**src/rtl/instr_decode_stage.sv**
```systemverilog
// Decode stage of the 8-bit MIPS core: registered control/operand fields, load-use and
// flag hazard stalls, jump flushing and HALT. Optional illegal-opcode trap: ID_ILLEGAL_TRAP_EN.
module instr_decode_stage #(
    parameter int NREG_W = 5
) (
    input  logic              clk,
    input  logic              reset,
    input  logic [19:0]       ins_in,
    input  logic [7:0]        pc_in,
    input  logic              zero_flag,
    output logic              stall,
    output logic              stall_pm,
    output logic              pc_mux_sel,
    output logic [7:0]        jmp_loc,
    output logic              id_valid,
    output logic [2:0]        id_alu_op,
    output logic [NREG_W-1:0] id_rd,
    output logic [NREG_W-1:0] id_rs,
    output logic [NREG_W-1:0] id_rt,
    output logic [7:0]        id_imm,
    output logic              id_use_imm,
    output logic              id_reg_we,
    output logic              id_mem_rd,
    output logic              id_mem_wr,
    output logic              id_sets_flag,
    output logic [7:0]        id_pc,
    output logic              halted,
    output logic              illegal_op,
    output logic [1:0]        dbg_state
);

    localparam logic [4:0] OP_NOP  = 5'b00000;
    localparam logic [4:0] OP_ADD  = 5'b00001;
    localparam logic [4:0] OP_SUB  = 5'b00010;
    localparam logic [4:0] OP_AND  = 5'b00011;
    localparam logic [4:0] OP_OR   = 5'b00100;
    localparam logic [4:0] OP_XOR  = 5'b00101;
    localparam logic [4:0] OP_ADDI = 5'b01000;
    localparam logic [4:0] OP_LDI  = 5'b01001;
    localparam logic [4:0] OP_LD   = 5'b01010;
    localparam logic [4:0] OP_ST   = 5'b01011;
    localparam logic [4:0] OP_JMP  = 5'b10000;
    localparam logic [4:0] OP_JZ   = 5'b10001;
    localparam logic [4:0] OP_HALT = 5'b11111;

    typedef enum logic [1:0] {
        S_RUN   = 2'd0,
        S_STALL = 2'd1,
        S_FLUSH = 2'd2,
        S_HALT  = 2'd3
    } state_t;

    typedef enum logic [2:0] {
        A_ISSUE = 3'd0,
        A_SKIP  = 3'd1,
        A_STALL = 3'd2,
        A_JUMP  = 3'd3,
        A_HALT  = 3'd4
    } act_t;

    state_t state;
    act_t   act;

    logic [4:0] f_op;
    logic [4:0] f_rd;
    logic [4:0] f_rs;
    logic [4:0] f_rt;
    logic [7:0] f_imm;

    logic       is_rtype;
    logic       is_addi;
    logic       is_ld;
    logic       is_st;
    logic       is_jmp;
    logic       is_jz;
    logic       is_halt;
    logic       is_illegal;
    logic [2:0] dec_alu_op;
    logic       dec_use_imm;
    logic       dec_reg_we;
    logic       dec_mem_rd;
    logic       dec_mem_wr;
    logic       dec_sets_flag;

    logic       prev_is_ld;
    logic       prev_sets_flag;
    logic [4:0] prev_rd;

    logic       load_use;
    logic       flag_haz;
    logic       trap_halt;
    logic       run_like;

    assign f_op  = ins_in[19:15];
    assign f_rd  = ins_in[14:10];
    assign f_rs  = ins_in[9:5];
    assign f_rt  = ins_in[4:0];
    assign f_imm = ins_in[7:0];

    always_comb begin
        is_rtype      = 1'b0;
        is_addi       = 1'b0;
        is_ld         = 1'b0;
        is_st         = 1'b0;
        is_jmp        = 1'b0;
        is_jz         = 1'b0;
        is_halt       = 1'b0;
        is_illegal    = 1'b0;
        dec_use_imm   = 1'b0;
        dec_reg_we    = 1'b0;
        dec_mem_rd    = 1'b0;
        dec_mem_wr    = 1'b0;
        dec_sets_flag = 1'b0;
        case (f_op)
            OP_NOP: ;
            OP_ADD, OP_SUB, OP_AND, OP_OR, OP_XOR: begin
                is_rtype      = 1'b1;
                dec_reg_we    = 1'b1;
                dec_sets_flag = 1'b1;
            end
            OP_ADDI: begin
                is_addi       = 1'b1;
                dec_use_imm   = 1'b1;
                dec_reg_we    = 1'b1;
                dec_sets_flag = 1'b1;
            end
            OP_LDI: begin
                dec_use_imm = 1'b1;
                dec_reg_we  = 1'b1;
            end
            OP_LD: begin
                is_ld      = 1'b1;
                dec_mem_rd = 1'b1;
                dec_reg_we = 1'b1;
            end
            OP_ST: begin
                is_st      = 1'b1;
                dec_mem_wr = 1'b1;
            end
            OP_JMP:  is_jmp  = 1'b1;
            OP_JZ:   is_jz   = 1'b1;
            OP_HALT: is_halt = 1'b1;
            default: is_illegal = 1'b1;
        endcase
        // An illegal opcode that is not trapped travels down the pipe as a plain NOP.
        dec_alu_op = is_illegal ? 3'b000 : f_op[2:0];
    end

`ifdef ID_ILLEGAL_TRAP_EN
    assign trap_halt = is_illegal;
`else
    assign trap_halt = 1'b0;
`endif

    // Sources: R-type reads rs/rt, ADDI reads rs, ST reads rd as its store data.
    assign load_use = prev_is_ld &&
                      (((is_rtype || is_addi) && (prev_rd == f_rs)) ||
                       (is_rtype && (prev_rd == f_rt)) ||
                       (is_st && (prev_rd == f_rd)));
    assign flag_haz = is_jz && prev_sets_flag;

    // A JZ behind a flag setter must wait: its zero_flag input is not yet meaningful.
    always_comb begin
        act = A_ISSUE;
        if (is_halt || trap_halt) begin
            act = A_HALT;
        end else if (is_jmp || (is_jz && !flag_haz && zero_flag)) begin
            act = A_JUMP;
        end else if (load_use || flag_haz) begin
            act = A_STALL;
        end else if (is_jz) begin
            act = A_SKIP;
        end
    end

    // Handshake: stall is fetch's not-ready; while it is high fetch must present the same
    // ins_in/pc_in next cycle. id_valid qualifies id_* for execute, which never back-pressures.
    assign run_like   = (state == S_RUN) || (state == S_STALL);
    assign stall      = (state == S_HALT) || ((state == S_RUN) && (act == A_STALL));
    assign stall_pm   = stall;
    assign pc_mux_sel = run_like && (act == A_JUMP);
    assign jmp_loc    = f_imm;
    assign dbg_state  = state;

    always_ff @(posedge clk) begin
        if (reset) begin
            state          <= S_RUN;
            halted         <= 1'b0;
            id_valid       <= 1'b0;
            id_alu_op      <= '0;
            id_rd          <= '0;
            id_rs          <= '0;
            id_rt          <= '0;
            id_imm         <= '0;
            id_use_imm     <= 1'b0;
            id_reg_we      <= 1'b0;
            id_mem_rd      <= 1'b0;
            id_mem_wr      <= 1'b0;
            id_sets_flag   <= 1'b0;
            id_pc          <= '0;
            prev_is_ld     <= 1'b0;
            prev_sets_flag <= 1'b0;
            prev_rd        <= '0;
        end else begin
            // Bubble by default: controls drop, field registers keep their last values.
            id_valid       <= 1'b0;
            id_alu_op      <= '0;
            id_use_imm     <= 1'b0;
            id_reg_we      <= 1'b0;
            id_mem_rd      <= 1'b0;
            id_mem_wr      <= 1'b0;
            id_sets_flag   <= 1'b0;
            prev_is_ld     <= 1'b0;
            prev_sets_flag <= 1'b0;
            case (state)
                S_RUN, S_STALL: begin
                    case (act)
                        A_HALT: begin
                            state  <= S_HALT;
                            halted <= 1'b1;
                        end
                        A_JUMP:  state <= S_FLUSH;
                        A_STALL: state <= S_STALL;
                        A_SKIP:  state <= S_RUN;
                        default: begin
                            state          <= S_RUN;
                            id_valid       <= 1'b1;
                            id_alu_op      <= dec_alu_op;
                            id_rd          <= NREG_W'(f_rd);
                            id_rs          <= NREG_W'(f_rs);
                            id_rt          <= NREG_W'(f_rt);
                            id_imm         <= f_imm;
                            id_use_imm     <= dec_use_imm;
                            id_reg_we      <= dec_reg_we;
                            id_mem_rd      <= dec_mem_rd;
                            id_mem_wr      <= dec_mem_wr;
                            id_sets_flag   <= dec_sets_flag;
                            id_pc          <= pc_in;
                            prev_is_ld     <= is_ld;
                            prev_sets_flag <= dec_sets_flag;
                            prev_rd        <= f_rd;
                        end
                    endcase
                end
                S_FLUSH: state <= S_RUN;
                default: state <= S_HALT;
            endcase
        end
    end

`ifdef ID_ILLEGAL_TRAP_EN
    always_ff @(posedge clk) begin
        if (reset) begin
            illegal_op <= 1'b0;
        end else if (run_like && is_illegal) begin
            illegal_op <= 1'b1;
        end
    end
`else
    assign illegal_op = 1'b0;
`endif

endmodule

```
**config.mk**
```make
export PLATFORM = sky130hd
export DESIGN_NAME = instr_decode_stage
export DESIGN_NICKNAME = d
export VERILOG_FILES = /design/src/rtl/instr_decode_stage.sv
export SDC_FILE = /design/constraint.sdc
export NUM_CORES = 1
export LEC_CHECK = 0
export BUFFER_PORTS_ARGS = -buffer_cell sky130_fd_sc_hd__buf_2
export CAP_MARGIN = 15
export CORE_AREA = 2 2 68 70
export DETAILED_ROUTE_END_ITERATION = 8
export DIE_AREA = 0 0 70 72
export PLACE_DENSITY = 0.77
export SETUP_SLACK_MARGIN = 0.1
export SLEW_MARGIN = 0
export SYNTH_ARGS = -nofsm -noshare
export SYNTH_HDL_FRONTEND = slang
export SYNTH_SLANG_ARGS = --single-unit
export TNS_END_PERCENT = 10
```
**constraint.sdc**
```tcl
create_clock -name clk -period 2.5 [get_ports clk]
set_clock_uncertainty 0.05 [all_clocks]
set_input_delay 0.25 -clock clk [delete_from_list [all_inputs] [get_ports clk]]
set_output_delay 0.25 -clock clk [all_outputs]
set_load 0.02 [all_outputs]
```
=== Yosys cells after proc, flatten, opt, wreduce, memory -nomap -nowiden ===
Cells that the tools add are included.

* Word-level logic and storage cells: 87
* Register bits after elaboration: 43

* Equal/unequal tests: 22
* Reductions and logical operators: 31
* Multiplexer cells: 17
* Bitwise operators: 3

{| class="wikitable"
|+ Operators by type and width
! operator !! number
|-
| $eq 5x4->1 const B || 4
|-
| $eq 5x5->1 || 3
|-
| $eq 5x5->1 const B || 3
|-
| $reduce_or 13->1 || 1
|-
| $mux 1 || 12
|-
| $reduce_or 6->1 || 2
|-
| $eq 5x2->1 const B || 2
|-
| $eq 5x3->1 const B || 2
|-
| $logic_and 1x1->1 || 9
|-
| $reduce_or 8->1 || 1
|-
| $logic_or 1x1->1 || 7
|-
| $reduce_or 7->1 || 1
|-
| $eq 3x2->1 const B || 2
|-
| $pmux 2 s3 || 1
|-
| $reduce_or 2->1 || 3
|-
| $eq 5x1->1 const B || 1
|-
| $logic_not 5->1 || 1
|-
| $reduce_or 5->1 || 1
|-
| $eq 2x2->1 const B || 2
|-
| $mux 2 || 2
|-
| $pmux 2 s2 || 1
|-
| $reduce_and 2->1 || 2
|-
| $reduce_or 4->1 || 1
|-
| $eq 3x1->1 const B || 1
|-
| 6 further kinds || 8
|}

=== Depth between registers and ports, before layout ===
Gate-level depths: netlist (run 1).

* Word-level depth: 16
* Mapped depth: 8
* Depth with buffers taken out: 6

=== Worst setup path after synthesis (run 1) ===
OpenSTA, ideal clock, no wires.

* Path kind: flip-flop to output port
* From: register prev_rd[2]
* To: output stall_pm
* Data arrival time: 2.583 ns
* Setup slack: -0.383 ns
* Path buffers: 1
* Data required time: 2.200 ns
* Stages on the path, launching flop included: 8
* Cells stage by stage: dfxtp_1 -> xor2_1 -> nor4_1 -> nand3_1 -> nor3_1 -> a311oi_1 -> o41ai_1 -> buf_4

* Word-level cells in the longest chain between the ends: 12
* Elaborated cells on any way between the ends: 16
* Classes of those cells: eq/ne: 4; mux: 3; reduce/logical: 9

{| class="wikitable"
|+ RTL lines
! element !! RTL line !! RTL
|-
| start, declared || 87 || <nowiki>logic [4:0] prev_rd;</nowiki>
|-
| start signal, assigned || 241 || <nowiki>prev_rd <= f_rd;</nowiki>
|-
| $eq 5x5->1 (on tied branches) || 157, 158 ||
|-
| $logic_and 1x1->1 (on tied branches) || 157, 158 ||
|-
| $logic_or 1x1->1 || 157 || <nowiki>(((is_rtype || is_addi) && (prev_rd == f_rs)) ||</nowiki>
|-
| $logic_or 1x1->1 * || 158 || <nowiki>(is_rtype && (prev_rd == f_rt)) ||</nowiki>
|-
| $logic_and 1x1->1 * || 156 || <nowiki>assign load_use = prev_is_ld &&</nowiki>
|-
| $logic_or 1x1->1 * || 169 || <nowiki>end else if (load_use || flag_haz) begin</nowiki>
|-
| $mux 2 * || 169 ||
|-
| $mux 2 * || 167 || <nowiki>end else if (is_jmp || (is_jz && !flag_haz && zero_flag)) begin</nowiki>
|-
| $mux 3 * || 165 || <nowiki>if (is_halt || trap_halt) begin</nowiki>
|-
| $eq 3x2->1 * || 179 || <nowiki>assign stall = (state == S_HALT) || ((state == S_RUN) && (act == A_STALL));</nowiki>
|-
| $logic_and 1x1->1 * || 179 ||
|-
| $logic_or 1x1->1 * || 179 ||
|-
| end, declared || 12 || <nowiki>output logic stall_pm,</nowiki>
|}

Every way passes the cells marked *; elsewhere a longest branch is shown, timed or not.

=== Final worst setup path (run 1) ===
* From: register prev_rd[2]
* To: output stall

* Word-level cells in the longest chain between the ends: 12
* Elaborated cells on any way between the ends: 16
* Classes of those cells: eq/ne: 4; mux: 3; reduce/logical: 9

{| class="wikitable"
|+ RTL lines
! element !! RTL line !! RTL
|-
| $eq 5x5->1 (on tied branches) || 157, 158 ||
|-
| $logic_and 1x1->1 (on tied branches) || 157, 158 ||
|-
| $logic_or 1x1->1 || 157 ||
|-
| $logic_or 1x1->1 * || 158 ||
|-
| $logic_and 1x1->1 * || 156 ||
|-
| $logic_or 1x1->1 * || 169 ||
|-
| $mux 2 * || 169 ||
|-
| $mux 2 * || 167 ||
|-
| $mux 3 * || 165 ||
|-
| $eq 3x2->1 * || 179 ||
|-
| $logic_and 1x1->1 * || 179 ||
|-
| $logic_or 1x1->1 * || 179 ||
|-
| end, declared || 11 || <nowiki>output logic stall,</nowiki>
|}

Marked as above.

==> key figures, run 1 <==
Cells and area
  – Area delta synth->final: 21.24%
  – Nets@finish: 300
  – Core Util, Final: 0.5560
  – Antenna fix cells: 0
  – Layout cells sized above 1: 0.3918

Die
  – Num rows: 24
  – Core area: roughly 4300 µm²
  – Starting Density: 0.4586
  – Chip width: 70 µm
  – Die area: around 5000 µm²
  – Die H: 72 µm
  – I/O Pins: 86

Critical path
  – Critical-path maximum fanout: 5
  – Worst Setup End Kind: output port
  – Bufs and invs on worst path: 1
  – Startpoint Class: register
  – Max incr delay on CP: approximately 350 ps
  – Critical path type: register to output port
  – Required time of the critical path: about 2200 ps
  – Crit path DAT: just over 2000 ps
  – Cell Chain, Critical Path: xor2_1, nor4_2, nand3_2, nor3_4, a311oi_1, o41ai_2, buf_2
  – Crit-path leading delay family: simple AND/OR/NAND/NOR gates
  – R2r setup slk: 520 ps
  – Critical-path top delay cell: dfxtp_2

Place
  – Hpwl dp: roughly 3000 µm
  – Worst slack at placement: between 200 and 250 ps
  – Placer Congestion: around 0.8
  – Port buffer count: 84

STA
  – Slew headroom: 0.4902
  – Fmax: between 400 and 500 MHz
  – Worst Tran Pin Value: between 700 and 800 ps
  – Worst setup margin: 140.7 ps
  – RSZ-0062 raised after global routing: true
  – Period utilization: 0.9437
  – Setup TNS: 0 ps
  – Final setup fails: 0
  – Final Hold Viols: 0
  – Max-slew violations: 0
  – Minimum clock period: ~2400 ps

Route
  – Drt wl/cell: roughly 13 µm
  – TritonRoute pass-1 iters: 4
  – Total wire length: 4120 µm
  – Post-route ant nets: 0
  – Via density: between 4 and 5
  – Number of DRC violations after detailed-routing iteration 0: 41
  – Residual DRC: 0
  – Vias: 1,556

Logic synthesis
  – Commonest register cell after synthesis: dfxtp_1
  – Synth warn: 0
  – Asr flop ratio synth: 0
  – Count leader, synth: nand2b_1
  – Cells after Synth: 206
  – Syn_area_per_cell: 9.493 µm²
  – Area leader, netlist: dfxtp_1
  – Yosys top cell area share: 0.3583
  – Synth area leaders: dfxtp_1 (36%), nand2b_1 (16%), mux2i_1 (12%), buf_4 (6.9%), xnor2_1 (4.0%)
  – Syn Nets: ~240
  – EDFF count, synth: 0
  – Register area share after synthesis: 0.3583
  – FF+latch count, synth: 35
  – Post-synthesis cell area: between 1500 and 2000 µm²
  – Commonest cells post-synth: nand2b_1 (49), dfxtp_1 (35), mux2i_1 (23)
  – Cell variety after synth: 36

Clock network
  – Clk pin slew, worst setup/hold paths: approximately 70 ps
  – CTS root buffer: clkbuf_8
  – TritonCTS clock tree: yes
  – Clk buf depth: 2
  – CTS Hold Buffers Added: 0
  – Number of H-tree levels: 2
  – Cts bufs inserted: 5
  – Clock Sinks: 35
  – Worst-Skew Late Latency: 290 ps

Power and ir drop
  – Pwr per Cell Area: about 550 nW/µm²
  – Peak supply drop: ~0.25 mV
  – Leakage: 1.201 nW

Global route
  – Number of global-route vias before repair: 1,403
  – First-pass GRT wire length: between 6000 and 7000 µm
  – Grt ovf: 0
  – Pin count of the biggest net entering global routing: just under 60
  – Tot GR Track Use: 0.1657
  – Initial antenna violation count: 0

Flow run
  – Max cap viols: 0

Hold path
  – Worst min path class: input port to register

Status
  – Status: completed
## final timing paths
kind / from / endpoint / cells past startpoint
setup / recovery: prev_rd[2] / stall / 7
hold reg to reg: id_pc[0] / id_pc[0] / 2
setup reg to reg: prev_rd[2] / id_alu_op[1] / 8
hold / removal: pc_in[4] / id_pc[4] / 3
## area by class of cell
class / count / area (µm²)
Clock buffer: 6 / 72.57
Fill cell: 410 / 1893
Inverter: 1 / 3.754
Multi-Input combinational cell: 139 / 1070
Sequential cell: 35 / 704.4
Tap cell: 52 / 65.06
Timing Repair Buffer: 87 / 455.4
## per-stage QoR
stage	total power [mW]	area, µm²	instances	hold WS [ps]
6_report	1.311	2371	320	166.5
5_1_grt	1.381	2371	320	174.5
4_1_cts	1.328	2365	320	163.6
3_5_place_dp	0.9474	2270	313	411.2
3_3_place_gp	0.9424	2270	313	399.4
2_1_floorplan	0.8669	1971	206	271.4
## flip-flops by register name (all words and copies together), names as in the netlist, named ones only
signal          count
id_pc               8
prev_is_ld          1
id_use_imm          1
halted              1
dbg_state           1
id_valid            1
id_rt               4
id_alu_op           3
prev_rd             5
id_rs               5
id_mem_wr           1
id_reg_we           1
prev_sets_flag      1
id_imm              1
## worst reg2reg max path, delay by kind of cell (launching register included)
kind | cells | cell delay, ps
AND/OR/NAND/NOR | 5 | 980
buffers and inverters | 2 | 340
flip-flops | 1 | 350
XOR/XNOR | 1 | 150
## report_power, final
part / internal [mW] / switching [mW] / total [mW]
Sequential: 0.595 / 0.0260 / 0.621
Combinational: 0.134 / 0.181 / 0.314
Clock: 0.186 / 0.190 / 0.376
## what timing repair did
item | 4_1_cts | 5_1_grt
endpoints found under the setup margin | 2 | 2
setup buffers | 1 | 0
pin swaps | 3 | 2
resized for setup | 4 | 2
## layout by cell type (no fill, tap or decap), types with 3 or more instances in the layout
| master | synthesis | layout |
|---|---|---|
| buf_2 | 4 | 84 |
| nand2b_1 | 49 | 49 |
| dfxtp_1 | 35 | 32 |
| mux2i_1 | 23 | 23 |
| xnor2_1 | 9 | 9 |
| nor2_1 | 8 | 8 |
| nor3_1 | 7 | 6 |
| xor2_1 | 6 | 6 |
| clkbuf_8 | 0 | 5 |
| a21oi_1 | 3 | 3 |
| nand3_1 | 4 | 3 |
| and4bb_1 | 3 | 3 |
| nor4b_2 | 3 | 3 |
| dfxtp_2 | 0 | 3 |
## per-layer routing
layer / GRT usage / vias up / share of wire
met5: 0 / - / 0
met4: 0.06410 / 0 / 0.014
met3: 0.05694 / 5 / 0.075
met2: 0.2582 / 64 / 0.45
met1: 0.2134 / 694 / 0.46
li1: - / 793 / -
## kinds of logic (layout without fill, tap and decap cells)
family,after synthesis,count (layout),share of synthesized area
AO/OA/AOI/OAI,12,12,0.04414
XOR/XNOR,15,15,0.06718
buffers and inverters,32,94,0.1100
flip-flops,35,35,0.3583
multiplexers,23,23,0.1177
other,1,1,0.001918
AND/OR/NAND/NOR,88,88,0.3007
Note: power is estimated with default switching activity, not from simulation.
==> inputs of run 2 (changes only) <==
--- a/config.mk
+++ b/config.mk
@@ -10,7 +10,7 @@
 export CORE_AREA = 2 2 68 70
 export DETAILED_ROUTE_END_ITERATION = 8
 export DIE_AREA = 0 0 70 72
-export PLACE_DENSITY = 0.77
+export PLACE_DENSITY = 0.89
 export SETUP_SLACK_MARGIN = 0.1
 export SLEW_MARGIN = 0
 export SYNTH_ARGS = -nofsm -noshare
==> key figures, run 2 (synthesis results as in run 1) <==
STA
  – Final hold slack: 163.4 ps (-3.108 ps)
  – Slew headroom: 0.4931 (+0.002945)
  – Final setup fails: 0 (unchanged)
  – RSZ-0062 raised after global routing: true
  – Setup TNS: 0 ps (unchanged)
  – Minimum clock period: 2368 ps (+8.489 ps)
  – Worst Tran Pin Value: 760.3 ps (-4.418 ps)
  – Final Hold Viols: 0 (unchanged)
  – Period utilization: 0.9471 (+0.003396)
  – Fmax: 422.3 MHz (-0.36%)
  – Max-slew violations: 0 (unchanged)

Die
  – Num rows: 24 (unchanged)
  – Die H: 72 µm (unchanged)
  – Die area: 5040 µm² (unchanged)
  – I/O Pins: 86 (unchanged)
  – Starting Density: 0.4586 (unchanged)
  – Core area: 4264 µm² (unchanged)
  – Chip width: 70 µm (unchanged)

Cells and area
  – Most frequent cells in the layout: buf_2 (84), nand2b_1 (49), dfxtp_1 (33), mux2i_1 (23), xnor2_1 (9)
  – Design Area, Final: 2347 µm² (-1.0%)
  – Largest Register: id_pc
  – Most common cell after layout, fill and taps aside: buf_2
  – Area delta synth->final: 20.03%
  – Layout cells sized above 1: 0.3792 (-0.01261)
  – Antenna fix cells: 0 (unchanged)
  – Largest registers: id_pc (8), id_rs (5), prev_rd (5)
  – Nets@finish: 299 (-0.33%)
  – Largest register FFs: 8 (unchanged)

Route
  – Residual DRC: 0 (unchanged)
  – Vias: 1,604 (+3.1%)
  – Total wire length: 4219 µm (+2.4%)
  – Number of DRC violations after detailed-routing iteration 0: 48 (+17%)
  – TritonRoute pass-1 iters: 4 (unchanged)
  – Post-route ant nets: 0 (unchanged)
  – Via density: 4.997 (+2.8%)
  – Drt wl/cell: 13.14 µm (+2.1%)

Global route
  – Met2 usage: 0.2603 (+0.002116)
  – GR peak layer: met2
  – First-pass GRT wire length: 6375 µm (-1.6%)
  – Tot GR Track Use: 0.1610 (-0.004717)
  – Initial antenna violation count: 0 (unchanged)
  – Grt ovf: 0 (unchanged)
  – Routing usage on met3: 0.03889 (-0.01806)
  – Met1 Track Usage GR: 0.2010 (-0.01232)
  – Number of global-route vias before repair: 1,392 (-0.78%)
  – Pin count of the biggest net entering global routing: 58 (unchanged)

Critical path
  – Startpoint Class: register
  – Critical-path maximum fanout: 5 (unchanged)
  – R2r setup slk: 600 ps (+80 ps)
  – Critical path type: register to output port
  – Crit path DAT: 2070 ps (about the same)
  – Required time of the critical path: 2200 ps (about the same)
  – Worst Setup End Kind: output port

Hold path
  – Worst min path class: input port to register

Clock network
  – Clock Sinks: 35 (unchanged)
  – Cts bufs inserted: 5 (unchanged)
  – Number of H-tree levels: 2 (unchanged)
  – Clk pin slew, worst setup/hold paths: 70 ps (about the same)
  – Worst-Skew Late Latency: 290 ps (about the same)
  – CTS root buffer: clkbuf_8
  – CTS Hold Buffers Added: 0 (unchanged)
  – Clk buf depth: 2 (unchanged)
  – TritonCTS clock tree: yes

Place
  – Placed cell areas: 2257 µm² (-0.55%)
  – Placer Congestion: 0.8229 (+3.8%)
  – Hpwl dp: 3050 µm (+1.3%)
  – Port buffer count: 84 (unchanged)

Power and ir drop
  – Final total power: 1.330 mW (+1.4%)
  – Leakage: 1.193 nW (-0.70%)
  – Pwr per Cell Area: 566.5 nW/µm² (+2.4%)
  – Peak supply drop: 0.2834 mV (+12%)

Status
  – Status: completed

Flow run
  – Max cap viols: 0 (unchanged)
## run 2: layer usage
layer | up-vias | part of all wire
li1 | 793 | -
met1 | 734 | 0.46
met2 | 69 | 0.45
met3 | 8 | 0.067
met4 | 0 | 0.022
met5 | - | 0
## run 2: what timing repair did
action                     in CTS  in global routing
setup endpoints to repair       2                  2
pin swaps                       2                  0
gates resized for setup         3                  0
setup buffers                   0                  0
## run 2: final timing paths
check | start | endpoint | cells past startpoint
min reg2reg | id_pc[2] | id_pc[2] | 2
max | prev_rd[4] | stall | 7
max reg2reg | prev_rd[3] | id_pc[3] | 7
min | pc_in[1] | id_pc[1] | 3
## run 2: critical path, cell delays in order (launching register included)
cell and delay, ps:
dfxtp_2 360, xor2_1 170, nor4_1 290, nand3_1 190, nor3_4 200, a311oi_1 100, o41ai_2 260, buf_2 220
## run 2: area by class of cell
cell class / count / area (µm²)
fillers: 394 / 1917
clock inverters: 1 / 5.005
inverters: 1 / 3.754
flip-flops and latches: 35 / 703.2
multi-input cells: 139 / 1059
clock buffers: 7 / 76.32
well taps: 52 / 65.06
repair buffers: 86 / 435.4
## run 2: report_power, final
group / leakage [nW] / internal, mW / switching, mW
Combinational: 0.861 / 0.130 / 0.179
Sequential: 0.290 / 0.595 / 0.0266
Clock: 0.0422 / 0.196 / 0.204
## run 2: through the flow
step,util,std cells,worst slack [ps]
6_report,0.5505,321,132.2
3_5_place_dp,0.5293,313,204.5
4_1_cts,0.5505,321,78.62
2_1_floorplan,-,206,131.5
5_1_grt,0.5505,321,-32.82
3_3_place_gp,0.5293,313,270.5
==> inputs of run 3 (changes only) <==
--- a/config.mk
+++ b/config.mk
@@ -7,10 +7,12 @@
 export LEC_CHECK = 0
 export BUFFER_PORTS_ARGS = -buffer_cell sky130_fd_sc_hd__buf_2
 export CAP_MARGIN = 15
-export CORE_AREA = 2 2 68 70
+export CORE_AREA = 2 2 67 69
+export CTS_BUF_LIST = sky130_fd_sc_hd__clkbuf_2
 export DETAILED_ROUTE_END_ITERATION = 8
-export DIE_AREA = 0 0 70 72
-export PLACE_DENSITY = 0.89
+export DIE_AREA = 0 0 69 71
+export MAX_ROUTING_LAYER = met4
+export PLACE_DENSITY = 0.91
 export SETUP_SLACK_MARGIN = 0.1
 export SLEW_MARGIN = 0
 export SYNTH_ARGS = -nofsm -noshare
==> key figures, run 3 (synthesis results as in run 1) <==
Place
  – Placer Congestion: 0.8327 (+1.2%)
  – Worst slack at placement: 209.4 ps (+4.853 ps)
  – Port buffer count: 84 (unchanged)
  – Hpwl dp: 3151 µm (+3.3%)

Power and ir drop
  – Leakage: 1.182 nW (-0.90%)
  – Internal power: 0.7938 mW (-14%)
  – Pwr per Cell Area: 508.4 nW/µm² (-10%)
  – Comb power frac: 0.265 (+0.033)
  – Sequential share of power: 0.526 (+0.059)
  – Peak supply drop: 0.1954 mV (-31%)
  – Clk pwr share: 0.209 (-0.092)
  – P_sw: 0.3900 mW (-4.8%)
  – Sw Ratio: 0.3295 (+0.02145)

STA
  – Max-slew violations: 0 (unchanged)
  – Slew headroom: 0.5217 (+0.02852)
  – Final Hold Viols: 0 (unchanged)
  – Period utilization: 0.9903 (+0.04317)
  – Final setup fails: 0 (unchanged)
  – RSZ-0062 raised after global routing: true
  – Fmax: 403.9 MHz (-4.4%)
  – Worst setup margin: 24.31 ps (-107.9 ps)
  – Minimum clock period: 2476 ps (+107.9 ps)
  – Worst Tran Pin Value: 717.5 ps (-42.78 ps)

Die
  – Starting Density: 0.4652 (+0.006552)
  – Core area: 4204 µm² (-1.4%)
  – Chip width: 69 µm (-1.4%)
  – Die area: 4899 µm² (-2.8%)
  – Num rows: 24 (unchanged)
  – Die H: 71 µm (-1.4%)
  – I/O Pins: 86 (unchanged)

Clock network
  – Clk pin slew, worst setup/hold paths: 170 ps (+100 ps)
  – TritonCTS clock tree: yes
  – Clk buf depth: 2 (unchanged)
  – Clock Sinks: 35 (unchanged)
  – CTS root buffer: clkbuf_2
  – Number of H-tree levels: 2 (unchanged)
  – Cts bufs inserted: 5 (unchanged)
  – Post-CTS setup repair buffer count: 0 (unchanged)
  – Worst-Skew Late Latency: 370 ps (+80 ps)

Cells and area
  – Largest Register: id_pc
  – Nets@finish: 299 (unchanged)
  – Largest registers: id_pc (8), id_rs (5), prev_rd (5)
  – Layout cells sized above 1: 0.3978 (+0.01859)
  – Largest register FFs: 8 (unchanged)
  – Area delta synth->final: 19.07%
  – Antenna fix cells: 0 (unchanged)
  – Most common cell after layout, fill and taps aside: buf_2
  – Core Util, Final: 0.5539 (+0.003400)
  – # fillers: 394 (unchanged)
  – Most frequent cells in the layout: buf_2 (84), nand2b_1 (49), dfxtp_1 (31), mux2i_1 (23), xnor2_1 (9)

Global route
  – Initial antenna violation count: 0 (unchanged)
  – Pin count of the biggest net entering global routing: 58 (unchanged)
  – Tot GR Track Use: 0.1724 (+0.01139)
  – First-pass GRT wire length: 6630 µm (+4.0%)
  – Grt ovf: 0 (unchanged)
  – Number of global-route vias before repair: 1,463 (+5.1%)

Critical path
  – Reg2reg path depth: 6 (-1)
  – Critical path type: register to output port
  – Startpoint Class: register
  – Critical-path maximum fanout: 5 (unchanged)
  – Worst Setup End Kind: output port
  – Reg2reg end: prev_rd[0]
  – R2r setup slk: 500 ps (-100 ps)
  – CP Launch Point: prev_rd[0]
  – Required time of the critical path: 2200 ps (about the same)
  – Crit path DAT: 2180 ps (+110 ps)
  – Crit path capture: stall
  – Reg2reg start: prev_rd[0]

Route
  – Total wire length: 4194 µm (-0.59%)
  – Post-route ant nets: 0 (unchanged)
  – Residual DRC: 0 (unchanged)
  – Via density: 4.972 (-0.50%)
  – TritonRoute pass-1 iters: 4 (unchanged)
  – Drt wl/cell: 13.07 µm (-0.59%)
  – Vias: 1,596 (-0.50%)
  – Number of DRC violations after detailed-routing iteration 0: 50 (+4.2%)

Status
  – Status: completed

Flow run
  – Max cap viols: 0 (unchanged)

Hold path
  – Worst min path class: input port to register
==> run 3: changes by cell type in the layout (fill, tap and decap cells not counted), sizes merged <==
cell | before | now
clkinv | 1 | 2
clkbuf | 7 | 6
==> run 3: worst min path at each step <==
stage          startpoint        endpoint  cells past startpoint
6_report         pc_in[5]        id_pc[5]                      3
5_1_grt        ins_in[13]      prev_rd[3]                      3
4_1_cts          pc_in[5]        id_pc[5]                      3
3_5_place_dp     id_pc[2]        id_pc[2]                      2
3_3_place_gp       halted          halted                      2
2_1_floorplan  ins_in[19]  prev_sets_flag                      1
==> run 3: through the flow <==
stage / hold WS (ps) / area [µm²] / std cells / power (mW) / TNS, ps
finish: 69.45 / 2328 / 321 / 1.184 / 0
detailed placement: 411.2 / 2257 / 313 / 0.9449 / 0
global placement: 403.5 / 2257 / 313 / 0.9371 / 0
floorplan: 271.4 / 1971 / 206 / 0.8669 / 0
global route: 48.68 / 2328 / 321 / 1.252 / -247.4
CTS: 42.03 / 2310 / 321 / 1.201 / -15.68
==> run 3: what timing repair did <==
item                       in CTS  in global routing
setup endpoints to repair       2                  2
gates resized for setup         4                  5
hold buffers                    0                  0
pin swaps                       1                  0
==> run 3: metal layers <==
metal | wire length, µm | vias up | part of all wire | GRT usage
li1 | - | 796 | - | -
met1 | 1780 | 733 | 0.42 | 0.1968
met2 | 2056 | 61 | 0.49 | 0.2906
met3 | 300 | 6 | 0.072 | 0.04416
met4 | 55 | 0 | 0.013 | 0.06754
met5 | 0 | - | 0 | -
==> run 3: cell type report <==
cell class / instances / area (µm²) / area share
Multi-Input combinational cell: 139 / 1079 / 0.4632
Sequential cell: 35 / 708.2 / 0.3041
Timing Repair Buffer: 86 / 435.4 / 0.1870
Tap cell: 52 / 65.06 / 0.02794
Clock buffer: 6 / 30.03 / 0.01290
Clock inverter: 2 / 7.507 / 0.003224
Inverter: 1 / 3.754 / 0.001612
==> run 3: worst max-delay path, cell delays in order (launching register included) <==
cell	delay, ps
dfxtp_1	490
xor2_1	120
nor4_2	250
nand3_1	180
nor3_4	220
a311oi_2	80
o41ai_2	250
buf_2	220
==> run 3: power groups by stage <==
stage / combinational, mW / clock [mW] / sequential [mW]
after CTS: 0.315 / 0.263 / 0.623
after global placement: 0.305 / 0 / 0.632
final: 0.313 / 0.247 / 0.623
after global routing: 0.337 / 0.286 / 0.629
after detailed placement: 0.311 / 0 / 0.634
after floorplan: 0.190 / 0 / 0.677
